<file path="src/rtl/seq_booth_multiplier.sv">
// Iterative radix-2 Booth multiplier with signed/unsigned mode and valid/ready on both sides.
// Handles one add/sub plus one arithmetic shift per clock over a WIDTH+1 bit working width.
module seq_booth_multiplier #(
  parameter int unsigned WIDTH = 8
) (
  input  logic                 clk,
  input  logic                 rst_n,
  input  logic                 in_valid,
  output logic                 in_ready,
  input  logic                 is_signed,
  input  logic [WIDTH-1:0]     multiplicand,
  input  logic [WIDTH-1:0]     multiplier,
  output logic                 out_valid,
  input  logic                 out_ready,
  output logic [2*WIDTH-1:0]   product,
  output logic                 busy
);

  localparam int unsigned E  = WIDTH + 1;
  localparam int unsigned CW = $clog2(E + 1);

  typedef enum logic [1:0] {
    S_IDLE = 2'd0,
    S_RUN  = 2'd1,
    S_DONE = 2'd2
  } state_t;

  state_t         state_q, state_d;
  logic           in_ready_d, out_valid_d, busy_d;

  logic [E-1:0]   a_q, q_q, m_q;
  logic           q1_q;
  logic [CW-1:0]  cnt_q;

  logic [E-1:0]   m_ext_c, q_ext_c;
  logic [E-1:0]   a_sum_c, a_sh_c, q_sh_c;
  logic           last_step_c;

  // Operand extension: the extra bit makes unsigned magnitudes look positive to Booth.
  assign m_ext_c = {is_signed & multiplicand[WIDTH-1], multiplicand};
  assign q_ext_c = {is_signed & multiplier[WIDTH-1], multiplier};

  assign last_step_c = (cnt_q == CW'(1));

  // One Booth step: conditional add/sub of M, then arithmetic right shift of {A,Q,q_1}.
  always_comb begin
    a_sum_c = a_q;
    case ({q_q[0], q1_q})
      2'b01:   a_sum_c = a_q + m_q;
      2'b10:   a_sum_c = a_q - m_q;
      default: a_sum_c = a_q;
    endcase
    a_sh_c = {a_sum_c[E-1], a_sum_c[E-1:1]};
    q_sh_c = {a_sum_c[0], q_q[E-1:1]};
  end

  // State register and registered handshake/status outputs.
  always_ff @(posedge clk or negedge rst_n) begin
    if (!rst_n) begin
      state_q   <= S_IDLE;
      in_ready  <= 1'b1;
      out_valid <= 1'b0;
      busy      <= 1'b0;
    end else begin
      state_q   <= state_d;
      in_ready  <= in_ready_d;
      out_valid <= out_valid_d;
      busy      <= busy_d;
    end
  end

  // Next-state logic.
  always_comb begin
    state_d = state_q;
    case (state_q)
      S_IDLE:  if (in_valid)    state_d = S_RUN;
      S_RUN:   if (last_step_c) state_d = S_DONE;
      S_DONE:  if (out_ready)   state_d = S_IDLE;
      default: state_d = S_IDLE;
    endcase
  end

  // Output decode from the upcoming state so the outputs come straight out of flops.
  always_comb begin
    in_ready_d  = 1'b0;
    out_valid_d = 1'b0;
    busy_d      = 1'b0;
    case (state_d)
      S_IDLE:  in_ready_d  = 1'b1;
      S_RUN:   busy_d      = 1'b1;
      S_DONE:  out_valid_d = 1'b1;
      default: in_ready_d  = 1'b1;
    endcase
  end

  // Datapath: load on accept, step while running, latch the product on the final step.
  always_ff @(posedge clk or negedge rst_n) begin
    if (!rst_n) begin
      a_q     <= '0;
      q_q     <= '0;
      q1_q    <= 1'b0;
      m_q     <= '0;
      cnt_q   <= '0;
      product <= '0;
    end else begin
      if (state_q == S_IDLE && in_valid) begin
        a_q   <= '0;
        q_q   <= q_ext_c;
        q1_q  <= 1'b0;
        m_q   <= m_ext_c;
        cnt_q <= CW'(E);
      end else if (state_q == S_RUN) begin
        a_q   <= a_sh_c;
        q_q   <= q_sh_c;
        q1_q  <= q_q[0];
        cnt_q <= cnt_q - CW'(1);
        if (last_step_c) begin
          product <= {a_sh_c[E-3:0], q_sh_c};
        end
      end
    end
  end

endmodule
</file>
<file path="config.mk">
export PLATFORM = sky130hd
export DESIGN_NAME = seq_booth_multiplier
export DESIGN_NICKNAME = d
export VERILOG_FILES = /design/src/rtl/seq_booth_multiplier.sv
export SDC_FILE = /design/constraint.sdc
export NUM_CORES = 1
export LEC_CHECK = 0
export CELL_PAD_IN_SITES_DETAIL_PLACEMENT = 0
export CELL_PAD_IN_SITES_GLOBAL_PLACEMENT = 2
export CORE_MARGIN = 1
export CORE_UTILIZATION = 34
export DETAILED_ROUTE_END_ITERATION = 8
export GPL_ROUTABILITY_DRIVEN = 0
export PLACE_DENSITY = 0.88
export SLEW_MARGIN = 20
export SYNTH_ARGS = -nofsm -noshare
export SYNTH_HDL_FRONTEND = slang
export SYNTH_SLANG_ARGS = --single-unit
</file>
<file path="constraint.sdc">
create_clock -name clk -period 3.6 [get_ports clk]
set_clock_uncertainty 0.15 [all_clocks]
set_input_delay 0.72 -clock clk [delete_from_list [all_inputs] [get_ports clk]]
set_output_delay 0.72 -clock clk [all_outputs]
set_load 0.1 [all_outputs]
</file>
==> run metrics <==
cts repair resizes 0; maximum clock rate between 300 and 400 MHz; Die Span Y 91.2 um; Die W 91.2 um; # hold bufs at CTS 0; worst r2r src q1_q; vias post-DR 2064; Distinct cells, synth 42; crit-path max FO 8; FFs w/ async S/R, synth 1.00; critical path launch point type register; worst hold slack 0.167 ns; HP Class in2async; largest area contributor in the netlist dfrtp_1; Starting Density 0.350; io pins 40; Slew Limit Headroom 0.345; clk buf depth 2; setup slack, reg-to-reg 0.78 ns; Vias/cell 4.90; CTS tree done; row cnt 32; critical-path cell with the highest stage delay fa_1; ant diodes 0; Fillers 775; Finished Layout Cells 421; clock root cell clkbuf_8; layout cells sized above 1 0.116; fin nets 354; Detail Route Antenna Nets 0; placed cell count 413; vias in the first global route approximately 2100; cell area after layout 0.00328 mm2; clk sinks 52; synthesized net count between 300 and 400; Post-synth EDFFs 0; wire length per cell ~14 um; post-detail-place hpwl 4.18 mm; logic depth of the worst path, buffers included 10; setup_tns 0 ns; CP Class reg2reg; # Max-Cap Violations 0; CTS H-tree lvls 2; YS warnings 0; GRT Resource Usage Total 0.150; critical path's largest stage delay between 0.4 and 0.5 ns; Worst Path Arrival 2.86 ns; Syn Area/Cell 9.74 um2; Area Overhead vs Synth 21.1%; RR Endpoint a_q[7]; largest net degree at the start of global routing 38; DR iter-0 viols 52; Syn Std Cell Area between 0.002 and 0.003 mm2; largest cells by area after synthesis dfrtp_1 (47%), ha_1 (6.5%), nand2_1 (6.0%), o21ai_0 (5.7%), mux2_2 (4.2%); Req. time, crit path 3.64 ns; post-synth top area share 0.471; first-pass GRT wire length 10.0 mm; part of the cycle the worst path needs 0.784; Placeable Area 0.00773 mm2; final hold vios 0; nature of the critical path endpoint register; Detailed Routing Iterations Pass 1 4; placed cell areas 0.00319 mm2; WL final 5.76 mm; Seq/Total Area, Yosys 0.481; worst path cell trace inv_1 -> ha_1 -> mux2_2 -> fa_1 -> nand2b_1 -> a21oi_1 -> o21ai_1 -> xnor2_1 -> o31ai_1 -> a22o_1; unrepaired setup endpoints after global routing false; post-layout min period 2.82 ns; CP top delay family adder cells; ys flop type dfrtp_1; worst-margin pin slew between 0.9 and 1 ns; setup repair bufs after CTS 0; full die area 0.00832 mm2; initial antenna violation count 0; Worst-path clk slew 0.09 ns; outcome complete, no violations; WP buf/inv 1; r2r worst-path depth 10; Final Max Tran Viols 0; Residual DRC 0; grt total ovfl 0; Seq cells post-synth 52; Num CTS Buffers 5; Setup violations, final 0; port buffer count 39; synthesized instance count ~280; Clk Latency, worst-skew pair 0.30 ns
## metal layers
layer	up-vias	track usage	share of wire
li1	1035	-	-
met1	997	0.195	0.48
met2	28	0.255	0.49
met3	4	0.0410	0.029
met4	0	0.0238	0.0059
met5	-	0	0
## synthesized netlist by cell type, types with 2 or more instances
cell type,count
nor3_1,2
xor2_1,2
nor2b_1,12
nor2_1,14
o31ai_1,3
a22o_1,2
xnor2_1,12
a22oi_1,8
dfrtp_1,51
o21ai_0,31
mux2_2,10
a21oi_1,18
nand2_1,43
mux2i_1,4
a21o_1,2
buf_2,4
inv_1,11
clkbuf_1,8
a31oi_1,2
nand2b_1,4
ha_1,14
## how the worst max path moves through the flow
stage	startpoint	endpoint	slack, ns
2_1_floorplan	q1_q	product[15]	0.86
3_3_place_gp	q1_q	a_q[6]	0.83
3_5_place_dp	q1_q	a_q[6]	0.78
4_1_cts	q1_q	a_q[7]	0.77
5_1_grt	q_q[0]	a_q[7]	0.50
6_report	q1_q	a_q[7]	0.78
## cell usage in the layout, fill, tap and decap left out, types with 2 or more instances in the layout
cell type and instances:
clkdlybuf4s50_1 29, nor2_1 14, clkbuf_8 5, a31oi_1 2
a21oi_1 18, nor3_1 2, o31ai_1 3, xnor2_1 12
inv_1 11, ha_1 14, nor2b_1 12, a21o_1 2
nand2b_1 4, o21ai_0 31, a22oi_1 8, a22o_1 2
buf_4 15, mux2i_1 4, dfrtp_1 51, xor2_1 2
nand2_1 43, mux2_2 10
## worst register-to-register path, cell delays in order, from the launching register on
cell      delay, ns
dfrtp_1        0.39
inv_1          0.05
ha_1           0.30
mux2_2         0.40
fa_1           0.42
nand2b_1       0.20
a21oi_1        0.21
o21ai_1        0.12
xnor2_1        0.20
o31ai_1        0.09
a22o_1         0.19
## state kept, by name, indices dropped and copies added (netlist names)
signal,flops
busy,1
product,16
in_ready,1
a_q,8
q1_q,1
q_q,9
state_q,2
cnt_q,4
m_q,9
out_valid,1
## per-stage QoR
step / worst slack, ns / util
finish: 0.777 / 0.424
global route: 0.499 / 0.424
CTS: 0.766 / 0.424
detailed placement: 0.781 / 0.413
global placement: 0.827 / 0.413
floorplan: 0.862 / -
## final cells by class
type | instances | area, um2 | area share
well taps | 102 | 128 | 0.0389
flip-flops and latches | 52 | 1300 | 0.397
repair buffers | 45 | 408 | 0.124
clock inverters | 2 | 12.5 | 0.00382
multi-input cells | 203 | 1310 | 0.401
inverters | 11 | 41.3 | 0.0126
clock buffers | 6 | 72.6 | 0.0221
## cells by family after synthesis
logic type,share of synthesized area
AO/OA/AOI/OAI,0.165
XOR/XNOR,0.0453
adder cells (fa/ha/maj),0.0721
buffers and inverters,0.0337
flip-flops,0.481
multiplexers,0.0564
AND/OR/NAND/NOR,0.146
Power is not shown: default switching activity piles up to over one toggle a cycle in this logic, so the estimate is an artifact.
